File: config.mk
export PLATFORM = sky130hd
export DESIGN_NAME = manchester_rx_deser_flat
export DESIGN_NICKNAME = d
export VERILOG_FILES = /design/src/rtl/manchester_rx_deser_if.sv /design/src/rtl/manchester_rx_deser.sv /design/src/flat_wrapper.sv
export SDC_FILE = /design/constraint.sdc
export NUM_CORES = 1
export LEC_CHECK = 0
export BUFFER_PORTS_ARGS = -buffer_cell sky130_fd_sc_hd__buf_2
export CORE_AREA = 2 2 59 61
export CTS_CLUSTER_SIZE = 20
export DETAILED_ROUTE_END_ITERATION = 8
export DIE_AREA = 0 0 61 63
export GPL_TIMING_DRIVEN = 0
export MAX_ROUTING_LAYER = met4
export SETUP_SLACK_MARGIN = 0.15
export SYNTH_ARGS = -nofsm -noshare
export SYNTH_HDL_FRONTEND = slang
export SYNTH_SLANG_ARGS = --single-unit
export TNS_END_PERCENT = 1
File: constraint.sdc
create_clock -name clk -period 2.97 [get_ports clk]
set_clock_uncertainty 0.1 [all_clocks]
set_input_delay 0.4455 -clock clk [delete_from_list [all_inputs] [get_ports clk]]
set_output_delay 0.4455 -clock clk [all_outputs]
set_load 0.02 [all_outputs]
File: src/rtl/manchester_rx_deser_if.sv
// Signal bundle between a Manchester line source / byte consumer (master)
// and the Manchester receiver-deserializer (slave).
interface manchester_rx_deser_if;
   logic       ena;
   logic       line_in;
   logic [7:0] data_out;
   logic       data_valid;
   logic       frame_err;
   logic       code_err;
   logic       busy;

   modport master (
      output ena,
      output line_in,
      input  data_out,
      input  data_valid,
      input  frame_err,
      input  code_err,
      input  busy
   );

   modport slave (
      input  ena,
      input  line_in,
      output data_out,
      output data_valid,
      output frame_err,
      output code_err,
      output busy
   );
endinterface

File: src/rtl/manchester_rx_deser.sv
// Manchester line receiver: synchronizes the line, locks bit timing to the start
// edge, decodes 8 bits MSB-first and reports bytes, framing and coding faults.
module manchester_rx_deser #(
   parameter int HALF_BIT_CYCLES = 4
) (
   input logic                  clk,
   input logic                  rst_n,
   manchester_rx_deser_if.slave bus
);

   localparam int CELL_CYCLES = 2 * HALF_BIT_CYCLES;
   localparam int CW          = $clog2(CELL_CYCLES);

   localparam logic [CW-1:0] FIRST_SAMPLE  = CW'(HALF_BIT_CYCLES / 2);
   localparam logic [CW-1:0] SECOND_SAMPLE = CW'(HALF_BIT_CYCLES + HALF_BIT_CYCLES / 2);
   localparam logic [CW-1:0] LAST_CYC      = CW'(CELL_CYCLES - 1);

   typedef enum logic [1:0] {
      IDLE,
      START,
      DATA,
      DONE
   } state_t;

   state_t          state_q;
   logic [CW-1:0]   cyc_q;
   logic [CW-1:0]   cyc_d;
   logic [2:0]      bitIdx_q;
   logic [7:0]      shiftReg_q;
   logic [7:0]      shiftReg_d;
   logic            firstHalf_q;
   logic            sync1_q;
   logic            rin_q;
   logic            rinDly_q;
   logic            riseEdge;
   logic [7:0]      dataOut_q;
   logic            dataValid_q;
   logic            frameErr_q;
   logic            codeErr_q;
   logic            busy_q;

   assign cyc_d      = (cyc_q == LAST_CYC) ? '0 : cyc_q + CW'(1);
   assign shiftReg_d = {shiftReg_q[6:0], firstHalf_q};
   assign riseEdge   = rin_q & ~rinDly_q;

   // Synchronizer flops come out of reset high so a line already high is not
   // mistaken for a start edge; it must fall and rise again first.
   always_ff @(posedge clk) begin
      if (!rst_n) begin
         sync1_q     <= 1'b1;
         rin_q       <= 1'b1;
         rinDly_q    <= 1'b1;
         state_q     <= IDLE;
         cyc_q       <= '0;
         bitIdx_q    <= 3'd0;
         shiftReg_q  <= 8'h00;
         firstHalf_q <= 1'b0;
         dataOut_q   <= 8'h00;
         dataValid_q <= 1'b0;
         frameErr_q  <= 1'b0;
         codeErr_q   <= 1'b0;
         busy_q      <= 1'b0;
      end else begin
         sync1_q     <= bus.line_in;
         rin_q       <= sync1_q;
         rinDly_q    <= rin_q;
         dataValid_q <= 1'b0;
         frameErr_q  <= 1'b0;
         codeErr_q   <= 1'b0;
         if (!bus.ena) begin
            state_q <= IDLE;
            cyc_q   <= '0;
            busy_q  <= 1'b0;
         end else begin
            cyc_q <= cyc_d;
            unique case (state_q)
               IDLE: begin
                  cyc_q <= '0;
                  if (riseEdge) begin
                     state_q <= START;
                     busy_q  <= 1'b1;
                  end
               end
               START: begin
                  if (((cyc_q == FIRST_SAMPLE) || (cyc_q == SECOND_SAMPLE)) && !rin_q) begin
                     frameErr_q <= 1'b1;
                     state_q    <= IDLE;
                     busy_q     <= 1'b0;
                  end else if (cyc_q == LAST_CYC) begin
                     state_q  <= DATA;
                     bitIdx_q <= 3'd7;
                  end
               end
               DATA: begin
                  // A legal cell always has differing halves; the first half is the bit value.
                  if (cyc_q == FIRST_SAMPLE) begin
                     firstHalf_q <= rin_q;
                  end else if (cyc_q == SECOND_SAMPLE) begin
                     if (firstHalf_q == rin_q) begin
                        codeErr_q <= 1'b1;
                        state_q   <= IDLE;
                        busy_q    <= 1'b0;
                     end else begin
                        shiftReg_q <= shiftReg_d;
                        if (bitIdx_q == 3'd0) begin
                           dataOut_q   <= shiftReg_d;
                           dataValid_q <= 1'b1;
                           state_q     <= DONE;
                        end else begin
                           bitIdx_q <= bitIdx_q - 3'd1;
                        end
                     end
                  end
               end
               DONE: begin
                  state_q <= IDLE;
                  busy_q  <= 1'b0;
               end
               default: begin
                  state_q <= IDLE;
                  busy_q  <= 1'b0;
               end
            endcase
         end
      end
   end

   assign bus.data_out   = dataOut_q;
   assign bus.data_valid = dataValid_q;
   assign bus.frame_err  = frameErr_q;
   assign bus.code_err   = codeErr_q;
   assign bus.busy       = busy_q;

endmodule

File: src/flat_wrapper.sv
// flat-port wrapper written by rule: the top's interface ports become plain ports
module manchester_rx_deser_flat 
#(
   parameter int HALF_BIT_CYCLES = 4
)
  (clk, rst_n, bus_ena, bus_line_in, bus_data_out, bus_data_valid, bus_frame_err, bus_code_err, bus_busy);
  manchester_rx_deser_if bus_i ();
  input logic clk;
  input logic rst_n;
  input wire logic [$bits(bus_i.ena)-1:0] bus_ena;
  input wire logic [$bits(bus_i.line_in)-1:0] bus_line_in;
  output wire logic [$bits(bus_i.data_out)-1:0] bus_data_out;
  output wire logic [$bits(bus_i.data_valid)-1:0] bus_data_valid;
  output wire logic [$bits(bus_i.frame_err)-1:0] bus_frame_err;
  output wire logic [$bits(bus_i.code_err)-1:0] bus_code_err;
  output wire logic [$bits(bus_i.busy)-1:0] bus_busy;
  assign bus_i.ena = bus_ena;
  assign bus_i.line_in = bus_line_in;
  assign bus_data_out = bus_i.data_out;
  assign bus_data_valid = bus_i.data_valid;
  assign bus_frame_err = bus_i.frame_err;
  assign bus_code_err = bus_i.code_err;
  assign bus_busy = bus_i.busy;
  manchester_rx_deser #(.HALF_BIT_CYCLES(HALF_BIT_CYCLES)) u_core (.clk(clk), .rst_n(rst_n), .bus(bus_i));
endmodule
**Word level (Yosys, flattened, before mapping)**

Cells that the tools add are included.

- Order comparisons: 0
- Equality and inequality tests: 18
- Reductions and logical operators: 17
- $add $sub $neg: 2
- Bitwise logic cells: 8
- Muxes and demuxes: 24
- $mul: 0
- Divide/modulo/power cells: 0
- Shift operators: 0

Operators with widths:

| cell | number |
|---|---|
| $mux 3 | 6 |
| $reduce_and 5->1 | 3 |
| $mux 2 | 7 |
| $ne 2x1->1 const B | 5 |
| $mux 1 | 8 |
| $ne 2x2->1 const B | 4 |
| $pmux 2 s4 | 1 |
| $reduce_and 8->1 | 1 |
| $not 1->1 | 7 |
| $eq 3x3->1 const B | 2 |
| $ne 3x1->1 const B | 2 |
| $pmux 3 s2 | 1 |
| $reduce_and 3->1 | 2 |
| $reduce_and 6->1 | 1 |
| $reduce_or 6->1 | 1 |
| $reduce_or 5->1 | 1 |
| $eq 2x2->1 const B | 2 |
| $pmux 1 s4 | 1 |
| $reduce_or 4->1 | 1 |
| $add 3x1->3 const B | 1 |
| $eq 3x2->1 const B | 1 |
| $logic_not 3->1 | 1 |
| $sub 3x1->3 const B | 1 |
| $eq 2x1->1 const B | 1 |
| other kinds (8) | 8 |

- Output and inout bits: 12
- Memories: 0
- Bits in writable memories: 0
- Flip-flop bits (word level): 31
- Bits in read-only memories: 0
- Latch bits: 0
- Input port bits: 4

**Logic depth before layout (Yosys ltp)**

Gate-level depths: netlist of run 1.

- Depth after elaboration: 6
- Depth in mapped cells: 8
- Depth with buffers taken out: 6

**Least setup slack after synthesis of run 1**

OpenSTA, ideal clock, no wires.

- Path type: register -> register
- From: reg u_core.bitIdx_q[0]
- To: reg u_core.dataOut_q[2], in the netlist u_core.bus.data_out[2]
- Path slack: 1390 ps
- Library setup time: 123 ps
- Path buffers: 2
- Data required time: 2747 ps
- Period minus slack after synthesis: 1580 ps
- Data arrival time: 1357 ps
- Cell stages (with the launch flop): 9
- Cell sequence: dfxtp_1 inv_1 ha_1 nor2b_1 clkbuf_1 nand4_4 buf_2 nand3_1 o21ai_0

- Longest elaborated chain between the ends: 2

RTL lines:

| item | RTL line | source |
|---|---|---|
| start, declared | manchester_rx_deser.sv:28 | `logic [2:0] bitIdx_q;` |
| start signal, assigned | manchester_rx_deser.sv:110 | `bitIdx_q <= bitIdx_q - 3'd1;` |
| $logic_not 3->1 | manchester_rx_deser.sv:105 | `if (bitIdx_q == 3'd0) begin` |
| $reduce_and 6->1 (no source line) | - |  |
| end signal, assigned | manchester_rx_deser.sv:106 | `dataOut_q <= shiftReg_d;` |
| end, declared | manchester_rx_deser.sv:36 | `logic [7:0] dataOut_q;` |

Every way passes these cells.
A chain may end at the register's enable or synchronous reset.

**Worst setup path after layout of run 1**

- From: reg u_core.bitIdx_q[0]
- To: reg u_core.dataOut_q[3], in the netlist u_core.bus.data_out[3]

The elaborated chain is that of the path after synthesis.

==> impl_metrics.yaml, run 1 <==
setup_path:
  endpoint_kind: "flop"
  cp_slowest_cell: "clkbuf_1"
  critPathRequiredTime_ns: 3.09
  cp_data_arrival_time_ns: 1.93
  worstPathCellList: "inv_1 -> ha_1 -> nor2b_1 -> clkbuf_1 -> nand4_4 -> buf_2 -> nand3_1 -> o21ai_0"
  worstPathMaxFanout: 10
  critPathKind: "flop to flop"
  max_stage_delay_ns: 0.35
  startpoint_type: "flop"
sta:
  hold_viol: 0
  fin_tns_setup_ns: 0
  max_freq_mhz: 552
  tightest_slew_ns: 0.469
  period_minus_slack_ns: 1.81
  grt_setup_unrepaired: "no"
  period_share_pct: 61.0
  slew_headroom_pct: 68.7
  setup_viol_count_final: 0
  slew_violations: 0
drt:
  wl_um: 2700
  drtAntennaViolNets: 0
  drc: 0
  drtIter0Drc: 38
  first_pass_iters: 4
  avgViaCountPerCell: 5.05
  avgRoutedWirePerCell_um: 12.0
  via_count: 1132
clocking:
  tritoncts: "built"
  cts_resized: 0
  hold_buffers: 0
  cts.sinks: 31
  cts_root_buffer: "clkbuf_4"
  cts_buffers: 5
  clock_path_buffers: 2
  insertion_delay_ns: 0.32
  cts-htree-levels: 2
  postCtsSetupBuffers: 0
  path_clk_slew_ns: 0.10
job:
  drv_cap: 0
synthesis:
  synth_area_mm2: 0.00141
  yosysSeqAreaShare_pct: 44.1
  yosys_warnings: 0
  syn_inst: 155
  syn_nets: 167
  synth.distinct_cells: 34
  syn_area_per_cell_um2: 9.08
  ys_ff_latch: 31
  ys.flop_type: "dfxtp_1"
  synth_edf_count: 0
  async_flop_share_pct: 0
final_layout:
  final_cell_area_mm2: 0.00159
  nets: 189
  num_antenna_cells: 0
  areaGrowthSynthToFinish_pct: 13.2
  fillers: 326
  multi_input_area_um2: 727
  drive_above_1_share_pct: 16.3
  layout.area.seq_um2: 621
floorplan:
  die_x_um: 61
  fp.coreArea_mm2: 0.00323
  fp.dieArea_mm2: 0.00384
  initial_core_util_pct: 43.6
  boundaryPins: 16
  die_h_um: 63
  row_count: 21
pwr:
  p_per_area_mw_per_mm2: 429
  power.leakage_nw: 0.670
  ir_worst_vdd_v: 0.000268
global_routing:
  grt_pass1_vias: 1098
  antenna_found_initial: 0
  grt_use_total_pct: 16.4
  grt_max_degree: 11
  grt_overflow: 0
  grt_pass1_wl_um: 4620
place:
  portBuffers: 15
  detailed_place_hpwl_um: 2020
  gp_congestion: 0.790
  post_dp_cell_area_mm2: 0.00154
worst_hold_path:
  min_path_type: "input port to flop"
outcome:
  outcome: "finished, final reports clean"
## layout make-up
class / instances / share of cell area (%)
multi-input combinational: 109 / 45.6
clock buffer: 6 / 2.59
inverter: 8 / 1.88
tap: 46 / 3.61
buffer: 7 / 1.88
clock inverter: 2 / 0.785
timing repair buffer: 15 / 4.71
sequential: 31 / 38.9
## metal layers
| metal | vias up | global-route usage [%] | routed length [um] |
|---|---|---|---|
| met5 | - | - | 0 |
| met4 | 0 | 5.71 | 21 |
| met3 | 2 | 5.59 | 90 |
| met2 | 16 | 25.9 | 1320 |
| met1 | 535 | 19.2 | 1270 |
| li1 | 579 | - | - |
## power by group
part           total (mW)  switching (mW)  internal, mW  leakage, nW
Sequential          0.419         0.00120         0.418        0.250
Combinational      0.0331          0.0222        0.0109        0.392
Clock               0.231           0.140        0.0912       0.0282
## worst paths after layout
check	cells after the start	startpoint	end	slack, ns
worst min register to register	1	u_core.sync1_q	u_core.rin_q	0.32
worst min-delay path	2	bus_line_in	u_core.sync1_q	0.19
worst max register to register	8	u_core.bitIdx_q[0]	u_core.bus.data_out[3]	1.16
worst max-delay path	8	u_core.bitIdx_q[0]	u_core.bus.data_out[3]	1.16
## through the flow
stage                     total power [mW]  cells  setup slack (ns)  util, %  hold slack (ns)
after floorplan                      0.452    155              1.39        -            0.286
after CTS                            0.696    224              1.14     49.3            0.180
after global routing                 0.720    224             0.991     49.3            0.197
after detailed placement             0.463    216              1.15     47.7            0.296
final                                0.684    224              1.16     49.3            0.191
after global placement               0.462    216              1.18     47.7            0.294
## cell usage after synthesis (2+ instances only)
cell type / n / area share, %
dfxtp_1: 31 / 44
nand2_1: 16 / 4.3
nor2_1: 12 / 3.2
nand3_1: 11 / 3.9
mux2i_1: 10 / 7.1
o21ai_0: 10 / 3.6
ha_1: 8 / 7.1
inv_1: 8 / 2.1
nand2b_1: 6 / 2.7
a21oi_1: 3 / 1.1
a311oi_1: 3 / 1.9
a31oi_1: 3 / 1.3
and3_1: 3 / 1.3
buf_2: 3 / 1.1
clkbuf_1: 3 / 0.80
nand3b_1: 3 / 1.6
a21o_1: 2 / 1.1
nor2b_1: 2 / 0.89
nor3_1: 2 / 0.71
nor4_1: 2 / 0.89
## sequential cells by signal, summed over array words and instances, names as in the netlist
signal and flops:
u_core.bus.data_out 8, u_core.shiftReg_q 7, u_core.bitIdx_q 3, u_core.cyc_q 3, u_core.state_q 2, u_core.bus.busy 1, u_core.bus.code_err 1, u_core.bus.data_valid 1
u_core.bus.frame_err 1, u_core.firstHalf_q 1, u_core.rinDly_q 1, u_core.rin_q 1, u_core.sync1_q 1
## cell families (layout without fill, tap and decap cells)
group | after synthesis | in the layout | synth area share [%]
and+or+nand+nor | 63 | 63 | 23.9
DFF | 31 | 31 | 44.1
AOI/OAI and AO/OA | 26 | 26 | 11.7
buffers and inverters | 15 | 38 | 4.27
muxes | 10 | 10 | 7.11
adders and majority gates | 8 | 8 | 7.11
xor gates and xnor gates | 2 | 2 | 1.78
## critical path, delay by kind of cell, from the launching register on
kind,cells,cell delay (ns)
adders and majority gates,1,0.14
buffers and inverters,3,0.65
and+or+nand+nor,3,0.40
AOI/OAI and AO/OA,1,0.08
DFF,1,0.34
## placed cells by master (no fill, tap or decap)
cell	Yosys	final
a21boi_0	1	1
a21o_1	2	2
a21oi_1	3	3
a22oi_1	1	1
a311oi_1	3	3
a31oi_1	3	3
and2_1	1	1
and3_1	3	3
and4_1	1	1
buf_1	1	1
buf_2	3	18
clkbuf_1	3	4
clkbuf_4	0	5
clkinv_2	0	1
clkinvlp_4	0	1
dfxtp_1	31	31
ha_1	8	8
inv_1	8	8
mux2i_1	10	10
nand2_1	16	16
nand2b_1	6	6
nand3_1	11	11
nand3_2	1	1
nand3b_1	3	3
nand4_4	1	1
nor2_1	12	12
nor2b_1	2	2
nor3_1	2	2
nor3b_1	1	1
nor4_1	2	2
nor4b_1	1	1
o21ai_0	10	10
o21ai_1	1	1
o21bai_1	1	1
o31ai_2	1	1
xnor2_1	1	1
xor2_2	1	1
No activity file was read; power rests on OpenSTA's default activity.
==> inputs of run 2 (changes only) <==
==> constraint.sdc (replaced) <==
create_clock -name clk -period 1.85 [get_ports clk]
set_clock_uncertainty 0.1 [all_clocks]
set_input_delay 0.2775 -clock clk [delete_from_list [all_inputs] [get_ports clk]]
set_output_delay 0.2775 -clock clk [all_outputs]
set_load 0.02 [all_outputs]
==> impl_metrics.yaml, run 2 (same netlist as run 1, synthesis figures left out) <==
outcome:
  outcome: "finished, final reports clean"
final_layout:
  drive_above_1_share_pct: 22.5
  layout.area.seq_um2: 624
  multi_input_area_um2: 766
  nets: 189
  fillers: 324
  mostFrequentLayoutCells: "28 x dfxtp_1, 16 x nand2_1, 15 x buf_2"
  areaGrowthSynthToFinish_pct: 17.1
  final_common_cell: "dfxtp_1"
  num_antenna_cells: 0
  largest_register_ffs: 8
drt:
  first_pass_iters: 4
  wl_um: 2740
  avgViaCountPerCell: 5.13
  drc: 0
  drtIter0Drc: 65
  drtAntennaViolNets: 0
  avgRoutedWirePerCell_um: 12.3
  via_count: 1150
global_routing:
  antenna_found_initial: 0
  grt_max_degree: 11
  grt_pass1_wl_um: 4620
  grt_pass1_vias: 1098
  grt_use_total_pct: 16.4
  grt_overflow: 0
clocking:
  path_clk_slew_ns: 0.10
  hold_buffers: 0
  cts.sinks: 31
  cts-htree-levels: 2
  clock_path_buffers: 2
  cts_buffers: 5
  insertion_delay_ns: 0.33
  postCtsSetupBuffers: 0
  tritoncts: "built"
  cts_root_buffer: "clkbuf_4"
floorplan:
  row_count: 21
  fp.dieArea_mm2: 0.00384
  fp.coreArea_mm2: 0.00323
  boundaryPins: 16
  die_h_um: 63
  initial_core_util_pct: 43.6
  die_x_um: 61
place:
  portBuffers: 15
  detailed_place_hpwl_um: 2020
  gp_congestion: 0.790
setup_path:
  startpoint_type: "flop"
  r2r_cells: 6
  rrSetupSlack_ns: 0.19
  reg2reg_to: "u_core.bus.busy"
  cp_data_arrival_time_ns: 1.81
  endpoint_kind: "flop"
  critPathKind: "flop to flop"
  max_stage_delay_ns: 0.35
  r2r_start: "u_core.state_q[0]"
  worstPathMaxFanout: 10
  worstPathCellList: "inv_1 -> ha_1 -> buf_4 -> a22oi_2 -> nor3b_2 -> mux2i_1"
  critPathRequiredTime_ns: 2.01
  cp_slowest_cell: "dfxtp_2"
sta:
  fin_tns_setup_ns: 0
  fin_hold_ws_ns: 0.0191
  slew_violations: 0
  period_share_pct: 89.5
  max_freq_mhz: 604
  grt_setup_unrepaired: "yes"
  setup_viol_count_final: 0
  slew_headroom_pct: 67.1
  hold_viol: 0
  period_minus_slack_ns: 1.66
  tightest_slew_ns: 0.493
worst_hold_path:
  min_path_type: "input port to flop"
  holdPathEnd: "u_core.sync1_q"
  worstHoldStart: "bus_line_in"
  worstHoldPathCells: 2
pwr:
  p_per_area_mw_per_mm2: 671
  ir_worst_vdd_v: 0.000433
  power.leakage_nw: 0.685
job:
  drv_cap: 0
-- run 2: cell types whose count changed in the layout (fill, tap and decap cells not counted), moves of 3 or more --
cell     before  now
buf_2        18   15
buf_4         0    3
dfxtp_1      31   28
dfxtp_2       0    3
-- run 2: cell type report --
type                            instances  area share (%)
Multi-Input combinational cell        109            46.5
Buffer                                  7            2.51
Sequential cell                        31            37.9
Inverter                                8            1.82
Timing Repair Buffer                   15            4.56
Tap cell                               46            3.49
Clock buffer                            6            2.51
Clock inverter                          2           0.759
-- run 2: repair_timing --
action,in CTS,in global routing
gates resized for setup,1,20
endpoints found under the setup margin,14,19
pin swaps,0,2
-- run 2: worst max path at each step --
| stage | startpoint | endpoint | slack, ns | cells after the start |
|---|---|---|---|---|
| 4_1_cts | u_core.state_q[0] | u_core.bus.busy | 0.03 | 6 |
| 6_report | u_core.state_q[0] | u_core.bus.busy | 0.19 | 6 |
| 2_1_floorplan | u_core.bitIdx_q[0] | u_core.bus.data_out[2] | 0.27 | 8 |
| 3_3_place_gp | u_core.bitIdx_q[0] | u_core.bus.data_out[2] | 0.06 | 8 |
| 5_1_grt | u_core.state_q[0] | u_core.bus.busy | 0.12 | 7 |
| 3_5_place_dp | u_core.bitIdx_q[0] | u_core.bus.data_out[2] | 0.03 | 8 |
-- run 2: routing by layer --
metal	global-route usage [%]	wire, um
met2	25.9	1350
met3	5.59	88
met4	5.71	44
met5	-	0
met1	19.2	1260
-- run 2: critical path: cells and delay by family, from the launching register on --
family / cells / cell delay, ns
fa+ha+maj: 1 / 0.25
simple gates: 1 / 0.25
flops: 1 / 0.35
buf+inv: 2 / 0.27
mux: 1 / 0.20
compound gates: 1 / 0.18
-- run 2: metrics by stage --
stage	power [mW]	util (%)	worst slack [ns]	std cells	area [um2]
global route	1.16	51.0	0.124	224	1650
floorplan	0.726	-	0.270	155	1410
detailed placement	0.743	47.7	0.0348	216	1540
CTS	1.12	49.4	0.0274	224	1600
global placement	0.742	47.7	0.0646	216	1540
finish	1.11	51.0	0.194	224	1650
-- run 2: where the power goes --
group / total [mW] / switching (mW) / internal (mW)
registers: 0.673 / 0.00191 / 0.672
logic: 0.0577 / 0.0377 / 0.0200
clock network: 0.374 / 0.228 / 0.146
==> inputs of run 3 (changes only) <==
--- a/config.mk
+++ b/config.mk
@@ -11,7 +11,9 @@
 export DETAILED_ROUTE_END_ITERATION = 8
 export DIE_AREA = 0 0 61 63
 export GPL_TIMING_DRIVEN = 0
+export HOLD_SLACK_MARGIN = 0.06
 export MAX_ROUTING_LAYER = met4
+export PLACE_DENSITY = 0.68
 export SETUP_SLACK_MARGIN = 0.15
 export SYNTH_ARGS = -nofsm -noshare
 export SYNTH_HDL_FRONTEND = slang
==> impl_metrics.yaml, run 3 (same netlist as run 1, synthesis figures left out) <==
drt:
  wl_um: 2840
  drtIter0Drc: 59
  via_count: 1182
  drc: 0
  first_pass_iters: 4
  avgRoutedWirePerCell_um: 12.5
  avgViaCountPerCell: 5.21
  drtAntennaViolNets: 0
pwr:
  p_int_mw: 0.916
  pwr-share-seq_pct: 56.4
  power.leakage_nw: 0.702
  power.switching_mw: 0.278
  switching_share_pct: 23.3
  pwr-share-comb_pct: 5.1
  ir_worst_vdd_v: 0.000418
  pwr-share-clk_pct: 38.5
  p_per_area_mw_per_mm2: 699
floorplan:
  fp.coreArea_mm2: 0.00323
  fp.dieArea_mm2: 0.00384
  row_count: 21
  boundaryPins: 16
  die_h_um: 63
  die_x_um: 61
  initial_core_util_pct: 43.6
clocking:
  clock_path_buffers: 2
  tritoncts: "built"
  cts-htree-levels: 2
  insertion_delay_ns: 0.33
  cts_buffers: 5
  cts.sinks: 31
  cts_root_buffer: "clkbuf_4"
  path_clk_slew_ns: 0.10
place:
  gp_congestion: 0.851
  placed_cells: 216
  portBuffers: 15
  detailed_place_hpwl_um: 2000
sta:
  max_freq_mhz: 610
  period_share_pct: 88.7
  period_minus_slack_ns: 1.64
  slew_violations: 0
  fin_tns_setup_ns: 0
  hold_viol: 0
  tightest_slew_ns: 0.480
  grt_setup_unrepaired: "yes"
  setup_viol_count_final: 0
  slew_headroom_pct: 68.0
global_routing:
  grt_max_degree: 11
  grt_pass1_wl_um: 4940
  grt_overflow: 0
  antenna_found_initial: 0
  grt_pass1_vias: 1136
  grt_use_total_pct: 17.4
final_layout:
  final_common_cell: "dfxtp_1"
  fillers: 310
  drive_above_1_share_pct: 24.3
  areaGrowthSynthToFinish_pct: 21.3
  num_antenna_cells: 0
  fin_util_pct: 52.8
  stdcell_count: 227
  largest_register_ffs: 8
  nets: 192
  mostFrequentLayoutCells: "29 x dfxtp_1, 16 x buf_2, 16 x nand2_1"
job:
  drv_cap: 0
setup_path:
  cp_data_arrival_time_ns: 1.78
  worstPathMaxFanout: 8
  critPathRequiredTime_ns: 1.99
  critPathKind: "flop to flop"
  startpoint_type: "flop"
  endpoint_kind: "flop"
worst_hold_path:
  min_path_type: "input port to flop"
outcome:
  outcome: "finished, final reports clean"
## run 3: through the flow
stage               power (mW)  setup WS (ns)  hold slack [ns]  instance area, um2
floorplan                0.726          0.270            0.279                1410
global placement         0.741         0.0717            0.295                1540
detailed placement       0.742         0.0426            0.292                1540
CTS                       1.20         0.0548            0.115                1620
global route              1.25          0.118            0.148                1710
finish                    1.19          0.210            0.128                1710
## run 3: power groups by stage
stage                     logic, mW  registers, mW  clock network [mW]
after floorplan              0.0369          0.689                   0
final                        0.0610          0.674               0.460
after CTS                    0.0552          0.674               0.471
after global placement       0.0519          0.689                   0
after global routing         0.0674          0.675               0.511
after detailed placement     0.0532          0.689                   0
## run 3: per-layer routing
metal | track usage, % | up-vias | share of wire (%)
met5 | - | - | 0
met4 | 9.51 | 0 | 2.0
met3 | 4.55 | 8 | 5.2
met2 | 25.3 | 28 | 46
met1 | 21.4 | 561 | 47
li1 | - | 585 | -
## run 3: worst max-delay path, cell delays in order (launching register included)
cell and delay [ns]:
dfxtp_2 0.35, inv_1 0.06, ha_1 0.18, nor2b_1 0.12, buf_4 0.16, o21ai_1 0.19, a31oi_1 0.14, a311oi_2 0.25
## run 3: final timing paths
check        slack, ns  cells after the start                 end                from
min               0.13                      3  u_core.bitIdx_q[0]               rst_n
max               0.21                      7  u_core.bitIdx_q[1]  u_core.bitIdx_q[0]
min reg2reg       0.31                      1        u_core.rin_q      u_core.sync1_q
max reg2reg       0.21                      7  u_core.bitIdx_q[1]  u_core.bitIdx_q[0]
## run 3: final cells by class
class                           count  area [um2]  area share, %
Multi-Input combinational cell    109         782           45.8
Sequential cell                    31         623           36.5
Timing Repair Buffer               18         100           5.86
Clock buffer                        7        65.1           3.81
Tap cell                           46        57.6           3.37
Buffer                              7        42.5           2.49
Inverter                            8        30.0           1.76
Clock inverter                      1        7.51          0.440
## run 3: what timing repair did
action                                  4_1_cts  5_1_grt
endpoints found under the hold margin         1        0
setup buffers                                 0        2
pin swaps                                     0        4
hold buffers                                  1        0
endpoints found under the setup margin       14       21
gates resized for setup                       1       21
